### config.mk
export PLATFORM = sky130hd
export DESIGN_NAME = led_seq_ctrl
export DESIGN_NICKNAME = d
export VERILOG_FILES = /design/src/rtl/led_seq_ctrl.sv
export SDC_FILE = /design/constraint.sdc
export NUM_CORES = 1
export LEC_CHECK = 0
export CORE_MARGIN = 5
export CORE_UTILIZATION = 54
export CTS_CLUSTER_SIZE = 16
export DETAILED_ROUTE_END_ITERATION = 7
export PLACE_DENSITY = 0.8
export SYNTH_ARGS = -nofsm -noshare
export SYNTH_HDL_FRONTEND = slang
export SYNTH_SLANG_ARGS = --single-unit
### constraint.sdc
create_clock -name clk_clk -period 2.5 [get_ports clk_clk]
set_clock_uncertainty 0.15 [all_clocks]
set_input_delay 0.5 -clock clk_clk [delete_from_list [all_inputs] [get_ports clk_clk]]
set_output_delay 0.5 -clock clk_clk [all_outputs]
set_load 0.05 [all_outputs]
### src/rtl/led_seq_ctrl.sv
// led_seq_ctrl: Avalon-MM controlled LED sequencer.
// A prescaled step engine rotates or blinks a host-written seed pattern on
// the LED bank, optionally stopping on its own after one full sequence.
module led_seq_ctrl #(
    parameter int               LED_W         = 8,
    parameter int               CNT_W         = 24,
    parameter logic [LED_W-1:0] RESET_PATTERN = LED_W'(8'h01)
) (
    input  logic             clk_clk,
    input  logic             reset_reset,
    input  logic [1:0]       avs_address,
    input  logic             avs_write,
    input  logic [31:0]      avs_writedata,
    input  logic             avs_read,
    output logic [31:0]      avs_readdata,
    output logic [LED_W-1:0] leds_export,
    output logic             seq_done_irq
);

    typedef enum logic [1:0] {
        S_IDLE = 2'd0,
        S_RUN  = 2'd1,
        S_DONE = 2'd2
    } state_t;

    localparam logic [1:0] A_CTRL    = 2'd0;
    localparam logic [1:0] A_PERIOD  = 2'd1;
    localparam logic [1:0] A_PATTERN = 2'd2;
    localparam logic [1:0] A_STATUS  = 2'd3;

    // Number of steps making up one complete oneshot sequence.
    localparam logic [8:0] ROT_LIMIT   = 9'(LED_W);
    localparam logic [8:0] BLINK_LIMIT = 9'd2;

    // CTRL bit positions
    localparam int C_RUN     = 0;
    localparam int C_MODE    = 1;
    localparam int C_DIR     = 2;
    localparam int C_ONESHOT = 3;

    state_t             r_state;
    logic [3:0]         r_ctrl;
    logic [CNT_W-1:0]   r_period;
    logic [LED_W-1:0]   r_pattern;
    logic [LED_W-1:0]   r_leds;
    logic [CNT_W-1:0]   r_presc;
    logic [7:0]         r_count;
    logic               r_done;
    logic               r_blink_on;   // next blink step shows the pattern
    logic [31:0]        r_readdata;

    logic [LED_W-1:0]   w_rot_left;
    logic [LED_W-1:0]   w_rot_right;
    logic [LED_W-1:0]   w_step_leds;
    logic               w_wr_ctrl;
    logic               w_wr_period;
    logic               w_wr_pattern;
    logic               w_wr_status;
    logic               w_stop_req;
    logic               w_step_due;
    logic               w_do_step;
    logic [8:0]         w_count_inc;
    logic [8:0]         w_limit;
    logic               w_final;
    logic [31:0]        w_status;
    logic               w_unused;

    // One-bit circular shifts built per LED bit.
    for (genvar gi = 0; gi < LED_W; gi++) begin : g_rot
        assign w_rot_left[gi]  = r_leds[(gi + LED_W - 1) % LED_W];
        assign w_rot_right[gi] = r_leds[(gi + 1) % LED_W];
    end

    assign w_wr_ctrl    = avs_write && (avs_address == A_CTRL);
    assign w_wr_period  = avs_write && (avs_address == A_PERIOD);
    assign w_wr_pattern = avs_write && (avs_address == A_PATTERN);
    assign w_wr_status  = avs_write && (avs_address == A_STATUS);
    assign w_stop_req   = w_wr_ctrl && !avs_writedata[C_RUN];

    // A step is due when the prescaler has expired; a PATTERN write or a
    // stop request in the same cycle takes priority and cancels it.
    assign w_step_due   = (r_state == S_RUN) && (r_presc == '0);
    assign w_do_step    = w_step_due && !w_wr_pattern && !w_stop_req;

    assign w_count_inc  = {1'b0, r_count} + 9'd1;
    assign w_limit      = r_ctrl[C_MODE] ? BLINK_LIMIT : ROT_LIMIT;
    // ">=" so that enabling oneshot late in a long run still stops it.
    assign w_final      = r_ctrl[C_ONESHOT] && (w_count_inc >= w_limit);

    assign w_step_leds  = r_ctrl[C_MODE] ? (r_blink_on ? r_pattern : '0)
                        : (r_ctrl[C_DIR] ? w_rot_right : w_rot_left);

    assign w_status     = {r_count, 6'd0, r_done, (r_state == S_RUN), 16'(r_leds)};

    // Writedata bits above the widest register field are ignored.
    assign w_unused     = ^avs_writedata;

    // Register file, step engine and sequencer FSM.
    always_ff @(posedge clk_clk) begin
        if (reset_reset) begin
            r_state    <= S_IDLE;
            r_ctrl     <= '0;
            r_period   <= '0;
            r_pattern  <= RESET_PATTERN;
            r_leds     <= RESET_PATTERN;
            r_presc    <= '0;
            r_count    <= '0;
            r_done     <= 1'b0;
            r_blink_on <= 1'b0;
            r_readdata <= '0;
        end else begin
            // Read data reflects state before any same-cycle write.
            if (avs_read) begin
                case (avs_address)
                    A_CTRL:    r_readdata <= {28'd0, r_ctrl};
                    A_PERIOD:  r_readdata <= 32'(r_period);
                    A_PATTERN: r_readdata <= 32'(r_pattern);
                    default:   r_readdata <= w_status;
                endcase
            end

            if (w_wr_period) begin
                r_period <= avs_writedata[CNT_W-1:0];
            end

            // Prescaler counts down between steps; a stop freezes it.
            if (r_state == S_RUN && !w_step_due && !w_stop_req) begin
                r_presc <= r_presc - 1'b1;
            end

            if (w_wr_status) begin
                r_count <= '0;
                r_done  <= 1'b0;
                if (r_state == S_DONE) begin
                    r_state <= S_IDLE;
                end
            end

            if (w_do_step) begin
                r_leds  <= w_step_leds;
                r_presc <= r_period;
                r_count <= w_wr_status ? 8'd0 : w_count_inc[7:0];
                if (r_ctrl[C_MODE]) begin
                    r_blink_on <= !r_blink_on;
                end
                if (w_final) begin
                    r_state        <= S_DONE;
                    r_done         <= 1'b1;
                    r_ctrl[C_RUN]  <= 1'b0;
                end
            end

            if (w_wr_ctrl) begin
                if (avs_writedata[C_RUN]) begin
                    if (r_state == S_RUN) begin
                        // Live update: timing and count are left alone.
                        r_ctrl[3:1] <= avs_writedata[3:1];
                    end else begin
                        r_ctrl     <= avs_writedata[3:0];
                        r_state    <= S_RUN;
                        r_presc    <= r_period;
                        r_count    <= '0;
                        r_done     <= 1'b0;
                        r_blink_on <= 1'b0;
                    end
                end else begin
                    r_ctrl <= avs_writedata[3:0];
                    if (r_state == S_RUN) begin
                        r_state <= S_IDLE;
                    end
                end
            end

            // A new seed restarts the visible sequence and its timing.
            if (w_wr_pattern) begin
                r_pattern  <= avs_writedata[LED_W-1:0];
                r_leds     <= avs_writedata[LED_W-1:0];
                r_presc    <= r_period;
                r_blink_on <= 1'b0;
            end
        end
    end

    assign avs_readdata = r_readdata;
    assign leds_export  = r_leds;
    assign seq_done_irq = r_done;

endmodule

# After elaboration in Yosys (flattened, before gate mapping)
# Cells that the tools add are included.
# totals
register_bits	112
latchBits	0
ram_bits	0
mem_bits_ro	0
elab_cells	82
mem_count	0
# op_classes
addsub	2
n_mul	0
div_mod_pow	0
magnitude_cmp	1
n_eq_ne	5
shifts	0
muxes	43
n_bitwise	0
reduce_logical	20
# ops
op	count
2-to-1 mux 24 bit	6
one-hot mux 32 bit (3 select lines)	1
2-to-1 mux 8 bit	11
zero test 24 bit	1
subtractor 24 x 1 -> 24 bit (second input constant)	1
2-to-1 mux 1 bit	16
2-to-1 mux 2 bit	8
logical AND 1 bit	11
adder 8 x 1 -> 9 bit (second input constant)	1
greater-or-equal comparator 9 x 4 -> 1 bit	1
equality test 2 bit (second input constant)	3
zero test 1 bit	5
equality test 2 x 1 -> 1 bit (second input constant)	2
2-to-1 mux 4 bit	1
zero test 2 bit	1
nonzero test 2 bit	1
OR reduction 2 bit	1

# Logic depth before layout (Yosys ltp)
# Gate-level depths: netlist of the first run.
# depth
word_depth	11
ltp_mapped	10
ltp_nobuf	9

# Least setup slack after synthesis of the first run
# Ideal clock, no wire load.
# synth_path
kind	input to register
start	input avs_address[0]
end	register r_presc[11]
setup_time_ps	122
arrival_ps	1954
required_ps	2228
path_slack_ps	275
stages	9
path_buffers	3
cell_sequence	buf_2 > nand2b_1 > o21ai_0 > nor4_2 > and2b_4 > buf_6 > buf_6 > o21ai_0 > a21oi_1
# synth_between
elab_chain_len	11
# synth_lines
item	line	source
from (decl)	11	input logic [1:0] avs_address,
zero test 2 bit	74	assign w_wr_ctrl = avs_write && (avs_address == A_CTRL);
logical AND 1 bit	74	
logical AND 1 bit	78	assign w_stop_req = w_wr_ctrl && !avs_writedata[C_RUN];
zero test 1 bit	83, 127	
logical AND 1 bit	127	if (r_state == S_RUN && !w_step_due && !w_stop_req) begin
2-to-1 mux 24 bit	127	
2-to-1 mux 24 bit	139	if (w_do_step) begin
2-to-1 mux 24 bit	155	if (r_state == S_RUN) begin
2-to-1 mux 24 bit	154	if (avs_writedata[C_RUN]) begin
2-to-1 mux 24 bit	153	if (w_wr_ctrl) begin
2-to-1 mux 24 bit *	175	if (w_wr_pattern) begin
to (signal assigned)	141	r_presc <= r_period;
to (signal assigned)	161	r_presc <= r_period;
to (signal assigned)	178	r_presc <= r_period;
to (decl)	46	logic [CNT_W-1:0] r_presc;
# Mark *: on every way between the ends. The rest lies on a longest branch, timed or not.
# A chain may end at the register's enable or synchronous reset.

# Final worst setup path of the first run
# layout_path
start	register r_presc[10]
end	register r_presc[3]
# layout_between
elab_chain_len	11
# layout_lines
item	line	source
from (signal assigned)	128	r_presc <= r_presc - 1'b1;
from (signal assigned)	141	
from (signal assigned)	161	
zero test 24 bit *	82	assign w_step_due = (r_state == S_RUN) && (r_presc == '0);
logical AND 1 bit *	82	
zero test 1 bit	127	
logical AND 1 bit (2 in series)	127	
2-to-1 mux 24 bit	127	
2-to-1 mux 24 bit *	139	
2-to-1 mux 24 bit	155	
2-to-1 mux 24 bit	154	
2-to-1 mux 24 bit *	153	
2-to-1 mux 24 bit *	175	
# Marked as above.

==> results.ini, run 1 <==
[placement]
gp_congestion=0.935
post-place-ws_ns=-0.221
hpwlAfterDp_mm=10.4
numPortBuffers=70

[synth]
syn-mean-instance-area_um2=8.30
ys.flop_type=dfxtp_1
syn_inst=636
synth_edf_count=0
muxShareOfSynthArea=0.0630
synth_seq_cells=112
yosysTopAreaCell=dfxtp_1
synth_top_area_share=0.425
synth_area_um2=5280
synthXorXnorAreaFrac=0.0514
synthAdderAreaFrac=0.0118
ys_async_sr_fraction=0
ys_top_cells_by_area=dfxtp_1 (42%), a21oi_1 (7.6%), nand2_1 (7.0%), nor2_1 (4.0%), xnor2_1 (2.8%)
synth.distinct_cells=60
yosys.area_share.simple=0.257
synth_compound_area_frac=0.152
syn_nets=679
ys_seq_area_frac=0.425
yosys_warnings=0
synth_top_family_by_area=simple AND/OR/NAND/NOR gates

[power]
power.density_nw_per_um2=556
power.total_mw=3.61
p_leak_nw=2.30
ir_drop_mv=0.320

[floorplan]
die_area_um2=11900
num_io_pins=79
die_h_um=109
initial_core_util=0.548
fp.dieW_um=109
rows=36
core_area_um2=9640

[cts]
cts_tree=yes
cts_buffer_depth=2
cts_root_buf=clkbuf_8
clock_sinks=112
clk_latency_ns=0.38
path_clk_slew_ns=0.10
cts-htree-levels=3
postCtsSetupBuffers=0
postCtsHoldBufs=0
cts_buffers=9

[critical_path]
critPathTopFamily=simple AND/OR/NAND/NOR gates
crit_type=reg -> reg
end_kind=flip-flop
worstPathCellList=nor4_1 > buf_4 > and4_4 > buf_4 > and2_1 > nor3_1 > a41o_1 > nor3_2
max_stage_delay_ns=0.40
critPathSlowestCell=nor4_1
cp_max_fo=8
cp-start-kind=flip-flop
path_common_cell=buf_4
cp_num_buf_inv=2
worstPathRequired_ns=2.66
arrival_ns=2.52

[layout]
nFillCells=841
antenna_cells=0
syn_to_final_growth_pct=22.9
final_util=0.673
fin_nets=761
drive_above_1_share=0.120

[routing]
num_vias=4873
viasPerCell=5.69
first_pass_iters=6
drt.antenna.violating_nets=0
wl_mm=14.2
drtIter0Drc=253
drcViolationCount=0
wl_per_cell_um=16.5

[flow_run]
drv_cap=0

[global_routing]
grt_pass1_vias=4940
antenna_found_initial=0
track_usage=0.250
grt_max_degree=61
grt_pass1_wl_mm=23.7
overflow=0

[timing]
setup_slack_ns=0.141
timing.slew.headroom=0.524
grt_setup_unrepaired=no
setup-violations-final=0
worstMarginPinSlew_ns=0.713
hold_viol_final=0
fmax_mhz=424
finalCriticalPeriod_ns=2.36
maxSlewViolCount=0
fin_crit_sh=0.944

[min_path]
hold_class=in -> reg

[run_status]
outcome=completed

synth_stat cells, types with 10 or more instances:
| master | n |
|---|---|
| mux2_2 | 10 |
| clkbuf_1 | 23 |
| xnor2_1 | 17 |
| o21ai_0 | 28 |
| a21oi_1 | 80 |
| dfxtp_1 | 112 |
| nor2_1 | 56 |
| nand4_1 | 12 |
| nor2b_1 | 18 |
| nand3_1 | 29 |
| xor2_1 | 14 |
| nand2_1 | 98 |
| nand2b_1 | 12 |
| mux2i_1 | 13 |
worst register-to-register path, cell delays in order (launching register included):
cell and delay (ns):
dfxtp_1 0.37, nor4_1 0.40, buf_4 0.20, and4_4 0.23, buf_4 0.12, and2_1 0.32
nor3_1 0.16, a41o_1 0.26, nor3_2 0.09
layout by cell type (no fill, tap or decap), types with 17 or more instances in the layout:
master / Yosys / final
nand2_1: 98 / 98
nor2b_1: 18 / 18
clkdlybuf4s50_1: 0 / 69
nand3_1: 29 / 29
o21ai_0: 28 / 28
a21oi_1: 80 / 80
buf_4: 2 / 40
nor2_1: 56 / 56
dfxtp_1: 112 / 112
xnor2_1: 17 / 17
sequential cells by signal (all words and copies together), names as in the netlist:
register,count
seq_done_irq,1
r_ctrl,4
r_blink_on,1
r_count,8
leds_export,8
r_presc,24
r_period,24
avs_readdata,32
r_state,2
r_pattern,8
timing repair:
| item | 4_1_cts | 5_1_grt |
|---|---|---|
| endpoints found under the setup margin | 0 | 4 |
| gates resized for setup | 0 | 2 |
| hold endpoints to repair | 0 | 0 |
final timing paths:
kind	from	end	slack, ns	cells after the start
worst max register to register	r_presc[10]	r_presc[3]	0.14	8
worst min-delay path	reset_reset	r_period[1]	0.27	2
worst max-delay path	r_presc[10]	r_presc[3]	0.14	8
worst min register to register	avs_readdata[30]	avs_readdata[30]	0.32	2
kinds of logic (layout without fill, tap and decap cells):
logic type,count (synthesis),after routing
buffers and inverters,47,134
xor gates and xnor gates,31,31
and+or+nand+nor,273,273
adders and majority gates,5,5
muxes,27,27
DFF,112,112
AOI/OAI and AO/OA,141,141
report_power, final:
| part | internal [mW] | total [mW] | switching [mW] |
|---|---|---|---|
| sequential | 1.84 | 1.90 | 0.0629 |
| combinational | 0.250 | 0.586 | 0.336 |
| clock | 0.521 | 1.12 | 0.603 |
| total | 2.61 | 3.61 | 1.00 |
per-layer routing:
| layer | part of all wire | track usage |
|---|---|---|
| met1 | 0.45 | 0.343 |
| met2 | 0.48 | 0.402 |
| met3 | 0.049 | 0.0343 |
| met4 | 0.020 | 0.0947 |
| met5 | 0 | 0 |
area by class of cell:
class | count | area [µm²] | share of cell area
Clock buffer | 12 | 155 | 0.0239
Clock inverter | 4 | 51.3 | 0.00791
Inverter | 7 | 26.3 | 0.00405
Multi-Input combinational cell | 477 | 2830 | 0.436
Sequential cell | 112 | 2240 | 0.346
Tap cell | 133 | 166 | 0.0256
Timing Repair Buffer | 111 | 1020 | 0.157
stage by stage:
stage                     std cells  setup TNS (ns)  hold WS (ns)  cell area [µm²]
final                           856               0         0.269             6490
after global routing            856               0         0.263             6490
after CTS                       856               0         0.260             6480
after detailed placement        840           -4.43         0.314             6280
after global placement          840           -2.58         0.304             6280
after floorplan                 636               0         0.292             5280
(Power assumes the default switching activity.)
==> run 2: changes to the inputs <==
--- a/config.mk
+++ b/config.mk
@@ -6,10 +6,10 @@
 export NUM_CORES = 1
 export LEC_CHECK = 0
 export CORE_MARGIN = 5
-export CORE_UTILIZATION = 54
+export CORE_UTILIZATION = 43
 export CTS_CLUSTER_SIZE = 16
 export DETAILED_ROUTE_END_ITERATION = 7
-export PLACE_DENSITY = 0.8
+export PLACE_DENSITY = 0.66
 export SYNTH_ARGS = -nofsm -noshare
 export SYNTH_HDL_FRONTEND = slang
 export SYNTH_SLANG_ARGS = --single-unit
==> constraint.sdc (replaced) <==
create_clock -name clk_clk -period 2.55 [get_ports clk_clk]
set_clock_uncertainty 0.15 [all_clocks]
set_input_delay 0.51 -clock clk_clk [delete_from_list [all_inputs] [get_ports clk_clk]]
set_output_delay 0.51 -clock clk_clk [all_outputs]
set_load 0.05 [all_outputs]
==> run 2 against run 1 <==
Register-to-register slack better by 0.07 ns. Flip-flop and latch count stayed put. Routed wire length is 0.86% lower. Non-clock buffer count is 2 higher. Critical endpoint is now r_count[5]. Largest cell class unchanged.
==> results.ini, run 2 (synthesis results as in run 1) <==
[layout]
fin_cells=871  ; +1.8%
layout_common_cells=dfxtp_1 (112), nand2_1 (98), a21oi_1 (80)
syn_to_final_growth_pct=25.7
final_util=0.553  ; -0.120
antenna_cells=0  ; unchanged
drive_above_1_share=0.122  ; +0.00122
final_common_cell=dfxtp_1
fin_nets=763  ; +0.26%
fin_area_um2=6640  ; +2.3%
largest_register_ffs=32  ; unchanged

[timing]
timing.slew.headroom=0.511  ; -0.0124
setup-violations-final=0  ; unchanged
hold_viol_final=0  ; unchanged
setup_slack_ns=0.180  ; +0.0391 ns
fmax_mhz=422
fin_crit_sh=0.930
finalCriticalPeriod_ns=2.37
hold_slack_ns=0.315  ; +0.0457 ns
maxSlewViolCount=0  ; unchanged
grt_setup_unrepaired=no
final.setup.tns_ns=0  ; unchanged
worstMarginPinSlew_ns=0.732  ; +0.0186 ns

[critical_path]
arrival_ns=2.52  ; about the same
crit_type=in -> reg
cp-start-kind=input port
worstSetupStartpoint=avs_writedata[0]
cp_max_fo=3  ; -5
r2r-start=r_presc[0]
worstPathRequired_ns=2.70  ; +0.04 ns
end_kind=flip-flop

[placement]
place_area_um2=6310  ; +0.52%
numPortBuffers=70  ; unchanged
place_inst=856  ; +1.9%
hpwlAfterDp_mm=10.3  ; -1.1%
gp_congestion=0.888  ; -5.0%
post-place-ws_ns=-0.232  ; -0.0113 ns

[floorplan]
num_io_pins=79  ; unchanged
die_h_um=121  ; +11%
die_area_um2=14600  ; +23%
rows=40  ; +11%
fp.dieW_um=121  ; +11%
core_area_um2=12000  ; +25%
initial_core_util=0.440  ; -0.108

[cts]
clk_latency_ns=0.36  ; -0.02 ns
cts_root_buf=clkbuf_16
postCtsHoldBufs=0  ; unchanged
path_clk_slew_ns=0.07  ; -0.03 ns
cts-htree-levels=3  ; unchanged
clock_sinks=112  ; unchanged
cts_tree=yes
postCtsSetupBuffers=0  ; unchanged
cts_buffer_depth=2  ; unchanged
cts_buffers=9  ; unchanged

[min_path]
hp-start=avs_readdata[31]
hold_class=reg -> reg

[routing]
viasPerCell=5.51  ; -3.1%
first_pass_iters=5  ; -1
drtIter0Drc=325  ; +28%
num_vias=4803  ; -1.4%
wl_per_cell_um=16.1  ; -2.6%
drt.antenna.violating_nets=0  ; unchanged
drcViolationCount=0  ; unchanged
wl_mm=14.0  ; -0.86%

[power]
seqPwrFrac=0.469  ; -0.057
p_leak_nw=2.35  ; +2.4%
p_comb_frac=0.143  ; -0.019
switching_power_mw=1.05  ; +5.2%
netSwitchingFraction=0.266  ; -0.0119
power.density_nw_per_um2=598  ; +7.5%
pwr-share-clk=0.389  ; +0.078
ir_drop_mv=0.382  ; +19%
power.total_mw=3.97  ; +10%
intPower_mw=2.92  ; +12%

[global_routing]
overflow=0  ; unchanged
track_usage=0.199  ; -0.0514
grt_max_degree=59  ; -3.3%
antenna_found_initial=0  ; unchanged
grt_pass1_vias=4743  ; -4.0%
grt_pass1_wl_mm=23.4  ; -1.4%

[run_status]
outcome=completed

[flow_run]
drv_cap=0  ; unchanged

run 2: cell count changes in the layout (fill, tap and decap cells not counted):
cell | before | now
and3b_2 | 1 | 0
and3b_4 | 0 | 1
buf_4 | 40 | 42
bufinv_16 | 1 | 2
clkbuf_1 | 1 | 0
clkbuf_16 | 0 | 9
clkbuf_8 | 11 | 0
clkinv_2 | 1 | 0
clkinv_4 | 0 | 1
clkinv_8 | 0 | 1
nor3b_1 | 0 | 1
nor3b_2 | 1 | 0
run 2: repair_timing:
item | 4_1_cts | 5_1_grt
setup endpoints to repair | 1 | 1
resized for setup | 1 | 1
pin swaps | 0 | 0
run 2: layout make-up:
type                    instances  area (µm²)
clock buffers                   9         225
clock inverters                 6         101
repair buffers                113        1030
multi-input cells             477        2830
inverters                       7        26.3
well taps                     147         184
fillers                      1090        5370
flip-flops and latches        112        2240
run 2: worst max-delay path, stage by stage:
cell             delay, ns
clkdlybuf4s50_1       0.52
nor2b_1               0.14
o21ai_0               0.12
buf_4                 0.18
nor4_2                0.30
buf_4                 0.16
or3b_1                0.35
xor2_1                0.15
nor2_1                0.09
run 2: layer usage:
metal	vias up	share of wire	global-route usage
met3	24	0.045	0.0449
met1	2283	0.46	0.258
met4	0	0.021	0.0715
li1	2372	-	-
met2	124	0.48	0.323
met5	-	0	0
run 2: worst paths after layout:
kind,end,slack (ns),cells past startpoint
worst min-delay path,avs_readdata[31],0.32,2
worst min register to register,avs_readdata[31],0.32,2
worst max register to register,r_count[5],0.21,9
worst max-delay path,r_count[5],0.18,9
run 2: power groups by stage:
stage                     Sequential, mW  Clock (mW)  Combinational [mW]
after floorplan                     1.92           0               0.326
after global placement              1.90           0               0.556
after detailed placement            1.90           0               0.564
after CTS                           1.86        1.57               0.566
after global routing                1.87        1.64               0.620
final                               1.86        1.54               0.567
